`src/rtl/tap_ctrl_pkg.sv`:
```
// tap_ctrl_pkg: shared types for the IEEE 1149.1 TAP controller.
// Holds the fixed 4-bit state encodings and the packed output-control vector.
// Optional build macro used by the top: TAPC_STATE_OUT_EN.
package tap_ctrl_pkg;

   // State encodings are fixed so that state_o can be read by external tools.
   typedef enum logic [3:0] {
      TLR      = 4'hF,
      RTI      = 4'hC,
      SEL_DR   = 4'h7,
      CAP_DR   = 4'h6,
      SH_DR    = 4'h2,
      EX1_DR   = 4'h1,
      PAUSE_DR = 4'h3,
      EX2_DR   = 4'h0,
      UPD_DR   = 4'h5,
      SEL_IR   = 4'h4,
      CAP_IR   = 4'hE,
      SH_IR    = 4'hA,
      EX1_IR   = 4'h9,
      PAUSE_IR = 4'hB,
      EX2_IR   = 4'h8,
      UPD_IR   = 4'hD
   } tapc_state_t;

   // All chain controls driven by the controller, in one registered vector.
   typedef struct packed {
      logic reset;
      logic select;
      logic ir_shift;
      logic ir_clock;
      logic ir_upd;
      logic dr_shift;
      logic dr_clock;
      logic dr_upd;
      logic tdo_en;
   } tapc_out_t;

   // Output vector seen while held in reset: only the test-logic reset is high.
   localparam tapc_out_t TAPC_OUT_RESET = '{reset: 1'b1, default: 1'b0};

endpackage

```
`src/rtl/tap_ctrl_if.sv`:
```
// tap_ctrl_if: TMS input and chain-control outputs of the TAP controller.
// The controller connects through the slave modport; the driver of TMS
// (debug port front end or a bench) uses the master modport.
// Handshake: none; tms_i is sampled on every rising tck_i, and every output is a
// registered level that is valid for the whole cycle the controller holds a state.
interface tap_ctrl_if;
   logic tms_i;
   logic reset_o;
   logic select_o;
   logic ir_shift_o;
   logic ir_clock_o;
   logic ir_upd_o;
   logic dr_shift_o;
   logic dr_clock_o;
   logic dr_upd_o;
   logic tdo_en_o;

   modport slave (
      input  tms_i,
      output reset_o, select_o,
      output ir_shift_o, ir_clock_o, ir_upd_o,
      output dr_shift_o, dr_clock_o, dr_upd_o,
      output tdo_en_o
   );

   modport master (
      output tms_i,
      input  reset_o, select_o,
      input  ir_shift_o, ir_clock_o, ir_upd_o,
      input  dr_shift_o, dr_clock_o, dr_upd_o,
      input  tdo_en_o
   );
endinterface

```
`src/rtl/tap_ctrl_out_dec.sv`:
```
// tapc_out_dec: pure combinational decode of a TAP state into chain controls.
// The top feeds it the next state so the registered result lines up with the
// state register.
module tapc_out_dec
   import tap_ctrl_pkg::*;
(
   input  tapc_state_t i_state,
   output tapc_out_t   o_out
);

   // Each control is a plain membership test on the state.
   always_comb begin
      o_out          = '0;
      o_out.reset    = (i_state == TLR);
      o_out.select   = (i_state == SEL_IR) || (i_state == CAP_IR) ||
                       (i_state == SH_IR)  || (i_state == EX1_IR) ||
                       (i_state == PAUSE_IR) || (i_state == EX2_IR) ||
                       (i_state == UPD_IR);
      o_out.ir_shift = (i_state == SH_IR);
      o_out.ir_clock = (i_state == CAP_IR) || (i_state == SH_IR);
      o_out.ir_upd   = (i_state == UPD_IR);
      o_out.dr_shift = (i_state == SH_DR);
      o_out.dr_clock = (i_state == CAP_DR) || (i_state == SH_DR);
      o_out.dr_upd   = (i_state == UPD_DR);
      o_out.tdo_en   = (i_state == SH_IR) || (i_state == SH_DR);
   end

endmodule

```
`src/rtl/tap_ctrl.sv`:
```
// tap_ctrl: IEEE 1149.1 TAP controller. Walks the 16-state TAP graph on tms_i
// and drives IR/DR chain controls, test-logic reset and TDO enable.
// Outputs are registered from the decode of the next state, so they change
// together with the state register and never depend combinationally on tms_i.
// Build option: define TAPC_STATE_OUT_EN to add the state_o port (current state).
module tap_ctrl
   import tap_ctrl_pkg::*;
(
   input  logic        tck_i,
   input  logic        trst_i,
   tap_ctrl_if.slave   bus
`ifdef TAPC_STATE_OUT_EN
   ,
   output logic [3:0]  state_o
`endif
);

   tapc_state_t r_state;
   tapc_state_t w_next;
   tapc_out_t   r_out;
   tapc_out_t   w_dec;

   // Standard TAP transition graph; illegal encodings fall back to TLR.
   always_comb begin
      w_next = TLR;
      case (r_state)
         TLR:      w_next = bus.tms_i ? TLR      : RTI;
         RTI:      w_next = bus.tms_i ? SEL_DR   : RTI;
         SEL_DR:   w_next = bus.tms_i ? SEL_IR   : CAP_DR;
         CAP_DR:   w_next = bus.tms_i ? EX1_DR   : SH_DR;
         SH_DR:    w_next = bus.tms_i ? EX1_DR   : SH_DR;
         EX1_DR:   w_next = bus.tms_i ? UPD_DR   : PAUSE_DR;
         PAUSE_DR: w_next = bus.tms_i ? EX2_DR   : PAUSE_DR;
         EX2_DR:   w_next = bus.tms_i ? UPD_DR   : SH_DR;
         UPD_DR:   w_next = bus.tms_i ? SEL_DR   : RTI;
         SEL_IR:   w_next = bus.tms_i ? TLR      : CAP_IR;
         CAP_IR:   w_next = bus.tms_i ? EX1_IR   : SH_IR;
         SH_IR:    w_next = bus.tms_i ? EX1_IR   : SH_IR;
         EX1_IR:   w_next = bus.tms_i ? UPD_IR   : PAUSE_IR;
         PAUSE_IR: w_next = bus.tms_i ? EX2_IR   : PAUSE_IR;
         EX2_IR:   w_next = bus.tms_i ? UPD_IR   : SH_IR;
         UPD_IR:   w_next = bus.tms_i ? SEL_DR   : RTI;
         default:  w_next = TLR;
      endcase
   end

   tapc_out_dec u_dec (
      .i_state (w_next),
      .o_out   (w_dec)
   );

   // State and decoded outputs register together; trst_i drops every enable at once.
   always_ff @(posedge tck_i or posedge trst_i) begin
      if (trst_i) begin
         r_state <= TLR;
         r_out   <= TAPC_OUT_RESET;
      end else begin
         r_state <= w_next;
         r_out   <= w_dec;
      end
   end

   assign bus.reset_o    = r_out.reset;
   assign bus.select_o   = r_out.select;
   assign bus.ir_shift_o = r_out.ir_shift;
   assign bus.ir_clock_o = r_out.ir_clock;
   assign bus.ir_upd_o   = r_out.ir_upd;
   assign bus.dr_shift_o = r_out.dr_shift;
   assign bus.dr_clock_o = r_out.dr_clock;
   assign bus.dr_upd_o   = r_out.dr_upd;
   assign bus.tdo_en_o   = r_out.tdo_en;

`ifdef TAPC_STATE_OUT_EN
   assign state_o = r_state;
`endif

endmodule

```
`src/flat_wrapper.sv`:
```
// flat-port wrapper written by rule: the top's interface ports become plain ports
module tap_ctrl_flat import tap_ctrl_pkg::*;
  (tck_i, trst_i, bus_tms_i, bus_reset_o, bus_select_o, bus_ir_shift_o, bus_ir_clock_o, bus_ir_upd_o, bus_dr_shift_o, bus_dr_clock_o, bus_dr_upd_o, bus_tdo_en_o);
  tap_ctrl_if bus_i ();
  input  logic tck_i;
  input  logic trst_i;
  input wire logic [$bits(bus_i.tms_i)-1:0] bus_tms_i;
  output wire logic [$bits(bus_i.reset_o)-1:0] bus_reset_o;
  output wire logic [$bits(bus_i.select_o)-1:0] bus_select_o;
  output wire logic [$bits(bus_i.ir_shift_o)-1:0] bus_ir_shift_o;
  output wire logic [$bits(bus_i.ir_clock_o)-1:0] bus_ir_clock_o;
  output wire logic [$bits(bus_i.ir_upd_o)-1:0] bus_ir_upd_o;
  output wire logic [$bits(bus_i.dr_shift_o)-1:0] bus_dr_shift_o;
  output wire logic [$bits(bus_i.dr_clock_o)-1:0] bus_dr_clock_o;
  output wire logic [$bits(bus_i.dr_upd_o)-1:0] bus_dr_upd_o;
  output wire logic [$bits(bus_i.tdo_en_o)-1:0] bus_tdo_en_o;
  assign bus_i.tms_i = bus_tms_i;
  assign bus_reset_o = bus_i.reset_o;
  assign bus_select_o = bus_i.select_o;
  assign bus_ir_shift_o = bus_i.ir_shift_o;
  assign bus_ir_clock_o = bus_i.ir_clock_o;
  assign bus_ir_upd_o = bus_i.ir_upd_o;
  assign bus_dr_shift_o = bus_i.dr_shift_o;
  assign bus_dr_clock_o = bus_i.dr_clock_o;
  assign bus_dr_upd_o = bus_i.dr_upd_o;
  assign bus_tdo_en_o = bus_i.tdo_en_o;
  tap_ctrl u_core (.tck_i(tck_i), .trst_i(trst_i), .bus(bus_i));
endmodule
```
`config.mk`:
```
export PLATFORM = sky130hd
export DESIGN_NAME = tap_ctrl_flat
export DESIGN_NICKNAME = d
export VERILOG_FILES = /design/src/rtl/tap_ctrl_pkg.sv /design/src/rtl/tap_ctrl_if.sv /design/src/rtl/tap_ctrl_out_dec.sv /design/src/rtl/tap_ctrl.sv /design/src/flat_wrapper.sv
export SDC_FILE = /design/constraint.sdc
export NUM_CORES = 1
export LEC_CHECK = 0
export CORE_AREA = 2 2 39 41
export CTS_CLUSTER_SIZE = 30
export DETAILED_ROUTE_END_ITERATION = 12
export DIE_AREA = 0 0 41 43
export HOLD_SLACK_MARGIN = 0.1
export PLACE_DENSITY = 0.7
export SYNTH_ARGS = -nofsm -noshare
export SYNTH_HDL_FRONTEND = slang
export SYNTH_SLANG_ARGS = --single-unit
```
`constraint.sdc`:
```
create_clock -name tck_i -period 2.9 [get_ports tck_i]
set_input_delay 0.725 -clock tck_i [delete_from_list [all_inputs] [get_ports tck_i]]
set_output_delay 0.725 -clock tck_i [all_outputs]
set_load 0.05 [all_outputs]
```
Yosys cells after proc, flatten, opt, wreduce, memory -nomap -nowiden
Index checks and enable logic that the tools add are counted.
Operators by class
  equality and inequality tests: 26
  mux-type cells: 13
  reductions and logical operators: 13
Operators with widths (number)
  4-bit == test (second input constant): 15
  4-bit case mux with 12 select lines: 1
  4-bit by 3-bit == test with 1-bit output (second input constant): 7
  4-bit by 2-bit == test with 1-bit output (second input constant): 3
  2-bit 2-to-1 mux: 6
  3-bit 2-to-1 mux: 4
  1-bit logical OR: 9
  4-bit by 1-bit == test with 1-bit output (second input constant): 1
  4-bit zero test: 1
  4-bit 2-to-1 mux: 1
  2-bit OR reduction: 2
  3-bit OR reduction: 1
  1-bit 2-to-1 mux: 1
Storage, ports and cells
  register bits: 13
  bits of input ports: 3
  output and inout port bits: 9
  word-level logic and storage cells: 62

Depth between registers and ports, before layout
Gate-level depths: netlist of run 1.
  depth in word-level cells: 10
  gate-level depth with buffers: 4
  depth with buffers taken out: 3

Modules after synthesis
From an unflattened synthesis of run 1, not the netlist that was laid out.
Second synthesis, totals
  cells, all modules: 45
  area total of the unflattened synthesis: 511.7 µm²
By module, submodules not included
  tap_ctrl: instances 1, cells each 29, area an instance 427.9 µm², sequential area each 331.6 µm²
  tapc_out_dec: instances 1, cells each 16, area an instance 83.8 µm², sequential area each 0.0 µm²

Least setup slack after synthesis of run 1
No wires, ideal clock.
  path type: register to output
  from: register u_core.r_out (netlist bit u_core.bus.reset_o)
  to: output bus_reset_o
  arrival: 0.656 ns
  data required time: 2.175 ns
  path slack: 1.519 ns
  stages on the path, launching flop included: 1
  buffers on the path: 0
  path through: dfstp_2
RTL lines
  start: declaration: RTL line tap_ctrl.sv:20  | tapc_out_t r_out;
  start signal: assignment: RTL line tap_ctrl.sv:59  | r_out <= w_dec;
  end: declaration: RTL line flat_wrapper.sv:8  | output wire logic [$bits(bus_i.reset_o)-1:0] bus_reset_o;
No word-level cell between the ends.

Worst setup path after layout of run 1
  from: register u_core.r_out (netlist bit u_core.bus.reset_o)
  to: output bus_reset_o
No word-level cell between the ends.

==> results of run 1 <==
final cells by class:
cell class / count / area share
clock buffer: 4 / 0.0372
inverter: 2 / 0.0106
multi-input combinational: 32 / 0.299
sequential: 13 / 0.469
tap: 16 / 0.0283
timing repair buffer: 11 / 0.156
how the worst max path moves through the flow:
stage	start	depth (start not counted)	slack, ns	end
3_3_place_gp	bus_tms_i	4	0.85	u_core.bus.select_o$_DFF_PP0_
4_1_cts	u_core.bus.reset_o$_DFF_PP1_	1	0.58	bus_reset_o
3_5_place_dp	bus_tms_i	4	0.83	u_core.bus.select_o$_DFF_PP0_
2_1_floorplan	u_core.bus.reset_o$_DFF_PP1_	0	1.52	bus_reset_o
6_report	u_core.bus.reset_o$_DFF_PP1_	1	0.60	bus_reset_o
5_1_grt	u_core.bus.reset_o$_DFF_PP1_	1	0.53	bus_reset_o
per-stage QoR:
| stage | utilization | instance area [um2] | hold WS [ns] |
|---|---|---|---|
| 2_1_floorplan | - | 584 | 0.598 |
| 3_3_place_gp | 0.492 | 681 | 0.540 |
| 3_5_place_dp | 0.492 | 681 | 0.544 |
| 4_1_cts | 0.511 | 707 | 0.555 |
| 5_1_grt | 0.511 | 707 | 0.590 |
| 6_report | 0.511 | 707 | 0.561 |
cell families after synthesis:
logic type / count (synthesis) / share of synthesized area
buffers and inverters: 7 / 0.0707
DFF: 13 / 0.567
AOI/OAI and AO/OA: 12 / 0.150
muxes: 1 / 0.0193
xor gates and xnor gates: 1 / 0.0150
and+or+nand+nor: 18 / 0.178
state kept, by name, summed over array words and instances, names as in the netlist:
signal	count
u_core.bus.dr_clock_o	1
u_core.bus.dr_shift_o	1
u_core.bus.dr_upd_o	1
u_core.bus.ir_clock_o	1
u_core.bus.ir_shift_o	1
u_core.bus.ir_upd_o	1
u_core.bus.reset_o	1
u_core.bus.select_o	1
u_core.bus.tdo_en_o	1
u_core.r_state	4
cells in the mapped netlist:
| library cell | n | area share |
|---|---|---|
| buf_4 | 1 | 0.013 |
| mux2_2 | 1 | 0.019 |
| o221ai_1 | 1 | 0.015 |
| a22o_1 | 1 | 0.015 |
| nor3_1 | 2 | 0.017 |
| a2bb2o_1 | 1 | 0.017 |
| a21boi_0 | 1 | 0.013 |
| and3_1 | 1 | 0.011 |
| nor2_1 | 2 | 0.013 |
| nor2b_2 | 1 | 0.015 |
| inv_1 | 2 | 0.013 |
| a2111oi_1 | 1 | 0.017 |
| buf_6 | 1 | 0.019 |
| nor2b_1 | 1 | 0.011 |
| nor4b_1 | 1 | 0.015 |
| and2_1 | 1 | 0.011 |
| o21ai_0 | 2 | 0.017 |
| a21oi_1 | 3 | 0.026 |
| dfstp_2 | 5 | 0.22 |
| a21o_1 | 1 | 0.013 |
| nor4bb_1 | 1 | 0.017 |
| nor4_1 | 1 | 0.011 |
| nand3_1 | 2 | 0.017 |
| nand2b_1 | 1 | 0.011 |
| or3_1 | 1 | 0.011 |
| nand2_1 | 3 | 0.019 |
| a41o_1 | 1 | 0.017 |
| xnor2_1 | 1 | 0.015 |
| dfrtp_1 | 8 | 0.34 |
| buf_2 | 3 | 0.026 |
per-layer routing:
metal	vias up	global-route usage	wire, um
li1	205	-	-
met1	179	0.191	427
met2	11	0.147	394
met3	2	0.0471	42
met4	0	0.100	19
met5	-	0	0
power breakdown:
part	total [mW]	leakage, nW	switching (mW)	internal [mW]
Combinational	0.360	0.125	0.206	0.154
Clock	0.109	0.0150	0.0552	0.0533
Sequential	0.363	0.159	0.0953	0.268
==> impl_metrics.yaml, run 1 <==
finish:
  fin_cells: 78
  seq_area_um2: 332
  drive_above_1_share: 0.161
  layout_commonest_cell: "clkdlybuf4s50_1"
  nFillCells: 145
  insertedDiodeCount: 0
  multiInputGateArea_um2: 211
  most-common-layout-cells: "clkdlybuf4s50_1, dfrtp_1, dfstp_2"
  area_growth_pct: 21.0
  fin_nets: 66
hold_path:
  hold_path_class: "flip-flop to flip-flop"
  min_from: "u_core.r_state[2]$_DFF_PP1_"
  hold_end: "u_core.bus.reset_o$_DFF_PP1_"
  whs_path_depth: 2
die:
  core_area_um2: 1380
  die_area_um2: 1760
  initial_core_util: 0.422
  fp-row-count: 14
  dieHeight_um: 43
  fp.dieW_um: 41
  num_io_pins: 12
route:
  drt_wl_total_um: 884
  ant_nets: 0
  drtIter0Drc: 5
  via_count: 397
  first_pass_iters: 3
  via_per_inst: 5.09
  wl_per_cell_um: 11.3
  drc: 0
yosys:
  synth_nets: 55
  syn-cell-area_um2: 584
  ys_types: 30
  synthCells: 52
  seq_area_frac_synth: 0.567
  yosys_warnings: 0
  ys_ff_latch: 13
  syn_avg_cell_area_um2: 11.2
cts:
  hold_buffers: 0
  cts_resized: 0
  cts_buffer_depth: 2
  insertion_delay_ns: 0.27
  cts_num_sinks: 13
  h-tree-depth: 1
  numCtsBuffers: 3
  cts_tree: "built"
  cts_root_buffer: "clkbuf_4"
  postCtsSetupRepairBufs: 0
  clk_pin_slew_worst_paths_ns: 0.07
critical_path:
  cp.required_ns: 2.17
  ff2ff_path_depth: 2
  cpLargestDelayFamily: "buffers and inverters"
  cp_cell_sequence: "clkdlybuf4s50_1"
  r2r_slack_ns: 1.55
  cp-end-kind: "output port"
  cp_slowest_cell: "clkdlybuf4s50_1"
  r2r-start: "u_core.r_state[2]$_DFF_PP1_"
  worst-path-buf-inv: 1
  worstPathArrival_ns: 1.57
  critPathMaxFanout: 1
  path_class: "flip-flop to output port"
  cp-start-kind: "flip-flop"
  worst_path_largest_cell_delay_ns: 0.79
  r2r-end: "u_core.r_state[3]$_DFF_PP1_"
timing:
  period_needed_ns: 2.30
  worstMarginPinSlew_ns: 0.492
  fin_setup_tns_ns: 0
  slew_headroom: 0.671
  fin_crit_sh: 0.793
  finalMaxSlewViolations: 0
  maxClockFrequency_mhz: 435
  clock_skew_ns: 0.000319
  setup_viol: 0
  rsz0062_at_grt: "no"
  fin_ws_ns: 0.601
  hold_viol_final: 0
grt:
  grt.overflow.total: 0
  antenna_found_initial: 0
  grt_pass1_wl_mm: 1.47
  grt_max_degree: 17
  grt_usage: 0.130
  grt_pass1_vias: 306
pwr:
  power_density_nw_per_um2: 1180
  vdd_drop_max_v: 0.000569
  p_total_mw: 0.832
  power.leakage_nw: 0.298
placement:
  io_buffers: 11
  dp.cells: 74
  pre_cts_ws_ns: 0.835
  hpwlAfterDp_um: 550
  gp_congestion: 0.779
outcome:
  status: "finished, final reports clean"
run:
  max_cap_viol_count: 0
Power figures use the tool's default switching activity.
==> run 2: changes to the inputs <==
--- a/config.mk
+++ b/config.mk
@@ -5,10 +5,9 @@
 export SDC_FILE = /design/constraint.sdc
 export NUM_CORES = 1
 export LEC_CHECK = 0
-export CORE_AREA = 2 2 39 41
+export CORE_UTILIZATION = 42
 export CTS_CLUSTER_SIZE = 30
 export DETAILED_ROUTE_END_ITERATION = 12
-export DIE_AREA = 0 0 41 43
 export HOLD_SLACK_MARGIN = 0.1
 export PLACE_DENSITY = 0.7
 export SYNTH_ARGS = -nofsm -noshare
==> constraint.sdc (replaced) <==
create_clock -name tck_i -period 2.1 [get_ports tck_i]
set_input_delay 0.525 -clock tck_i [delete_from_list [all_inputs] [get_ports tck_i]]
set_output_delay 0.525 -clock tck_i [all_outputs]
set_load 0.05 [all_outputs]
==> run 2 against run 1 <==
Against the previous run:
- register-to-register slack worse by 0.81 ns
- critical path type unchanged
- flip-flop and latch count stayed put
- routed wire length is 8.4% higher
- global-route usage is 1.1 points higher
- non-clock buffer count stayed put
- sequential power is 39% higher
- first-iteration DRC count is 60% higher
- combinational power is 39% higher
- design area is 0.53% lower
- sequential share of layout area is 0.25 points higher
- worst setup slack worse by 0.44 ns
- core utilization is 3.0 points higher
==> impl_metrics.yaml, run 2 (same netlist as run 1, synthesis figures left out) <==
timing:
  hold_viol_final: 0
  fin_setup_tns_ns: 0
  rsz0062_at_grt: "no"
  finalMaxSlewViolations: 0
  slew_headroom: 0.669
  fin_crit_sh: 0.925
  worstMarginPinSlew_ns: 0.495
  maxClockFrequency_mhz: 515
  period_needed_ns: 1.94
  setup_viol: 0
  clock_skew_ns: 0.00763
route:
  first_pass_iters: 4
  via_per_inst: 5.22
  drt_wl_total_um: 958
  ant_nets: 0
  via_count: 402
  drtIter0Drc: 8
  wl_per_cell_um: 12.4
  drc: 0
critical_path:
  critPathMaxFanout: 1
  crit_end: "bus_select_o"
  r2r-start: "u_core.r_state[2]$_DFF_PP1_"
  worstPathArrival_ns: 1.42
  r2r-end: "u_core.r_state[3]$_DFF_PP1_"
  worst_path_largest_cell_delay_ns: 0.80
  cp_num_cells: 1
  ff2ff_path_depth: 2
  cp_cell_sequence: "clkdlybuf4s50_1"
  cp-end-kind: "output port"
  cp.required_ns: 1.57
  cpLargestDelayFamily: "buffers and inverters"
  cp-startpoint: "u_core.bus.select_o$_DFF_PP0_"
  path_class: "flip-flop to output port"
  worst-path-buf-inv: 1
  cp-start-kind: "flip-flop"
  r2r_slack_ns: 0.74
  cp_slowest_cell: "clkdlybuf4s50_1"
run:
  max_cap_viol_count: 0
finish:
  nFillCells: 131
  fin_nets: 66
  layout_commonest_cell: "clkdlybuf4s50_1"
  area_growth_pct: 20.3
  largest_reg_flops: 4
  most-common-layout-cells: "clkdlybuf4s50_1, dfrtp_1, dfstp_2"
  insertedDiodeCount: 0
  top_register: "u_core.r_state"
  drive_above_1_share: 0.177
  design_area_um2: 703
pwr:
  vdd_drop_max_v: 0.000810
  power_density_nw_per_um2: 1650
  power.leakage_nw: 0.300
cts:
  cts_resized: 0
  cts_num_sinks: 13
  postCtsSetupRepairBufs: 0
  hold_buffers: 0
  insertion_delay_ns: 0.27
  h-tree-depth: 1
  numCtsBuffers: 3
  cts_buffer_depth: 2
  cts_root_buffer: "clkbuf_4"
  cts_tree: "built"
  clk_pin_slew_worst_paths_ns: 0.08
die:
  core_area_um2: 1300
  dieHeight_um: 39.3
  initial_core_util: 0.449
  die_area_um2: 1540
  fp.dieW_um: 39.3
  num_io_pins: 12
  fp-row-count: 13
placement:
  hpwlAfterDp_um: 632
  place_area_um2: 677
  io_buffers: 11
  gp_congestion: 0.746
grt:
  grt_max_degree: 17
  grt_usage: 0.141
  grt_pass1_wl_mm: 1.44
  grt.overflow.total: 0
  grt_pass1_vias: 306
  antenna_found_initial: 0
outcome:
  status: "finished, final reports clean"
hold_path:
  hold_path_class: "input pin to async pin"
-- run 2: cell count changes in the layout (fill, tap and decap cells not counted), sizes merged --
cell	previous run	this run
buf	0	1
clkdlybuf4s50	11	10
-- run 2: power breakdown --
group | switching (mW) | total (mW) | internal [mW]
clock network | 0.0768 | 0.150 | 0.0734
registers | 0.135 | 0.505 | 0.370
logic | 0.291 | 0.502 | 0.211
total | 0.502 | 1.16 | 0.655
-- run 2: final cells by class --
class	instances	area, um2	area share
Multi-Input combinational cell	32	211	0.301
Sequential cell	13	332	0.472
Timing Repair Buffer	11	108	0.153
Clock buffer	4	26.3	0.0374
Tap cell	15	18.8	0.0267
Inverter	2	7.51	0.0107
-- run 2: worst min-delay path by stage --
stage	startpoint	to	slack, ns	depth (start not counted)
after detailed placement	u_core.r_state[2]$_DFF_PP1_	u_core.bus.reset_o$_DFF_PP1_	0.54	2
final	trst_i	u_core.bus.dr_clock_o$_DFF_PP0_	0.56	2
after CTS	u_core.r_state[2]$_DFF_PP1_	u_core.bus.reset_o$_DFF_PP1_	0.55	2
after floorplan	trst_i	u_core.bus.dr_clock_o$_DFF_PP0_	0.40	1
after global placement	u_core.r_state[2]$_DFF_PP1_	u_core.bus.reset_o$_DFF_PP1_	0.55	2
after global routing	u_core.r_state[2]$_DFF_PP1_	u_core.bus.reset_o$_DFF_PP1_	0.58	2
-- run 2: stage by stage --
stage	setup slack, ns	hold WS [ns]	instances	total power [mW]	util
final	0.158	0.561	77	1.16	0.540
after global routing	0.132	0.584	77	1.22	0.540
after CTS	0.147	0.554	77	1.16	0.540
after detailed placement	0.183	0.541	73	1.01	0.520
after global placement	0.244	0.548	73	0.996	0.520
after floorplan	0.907	0.398	52	0.898	-
-- run 2: metal layers --
| metal | up-vias | part of all wire | GRT usage |
|---|---|---|---|
| li1 | 209 | - | - |
| met1 | 182 | 0.46 | 0.195 |
| met2 | 11 | 0.48 | 0.213 |
| met3 | 0 | 0.056 | 0.0341 |
| met4 | 0 | 0 | 0.0517 |
| met5 | - | 0 | 0 |
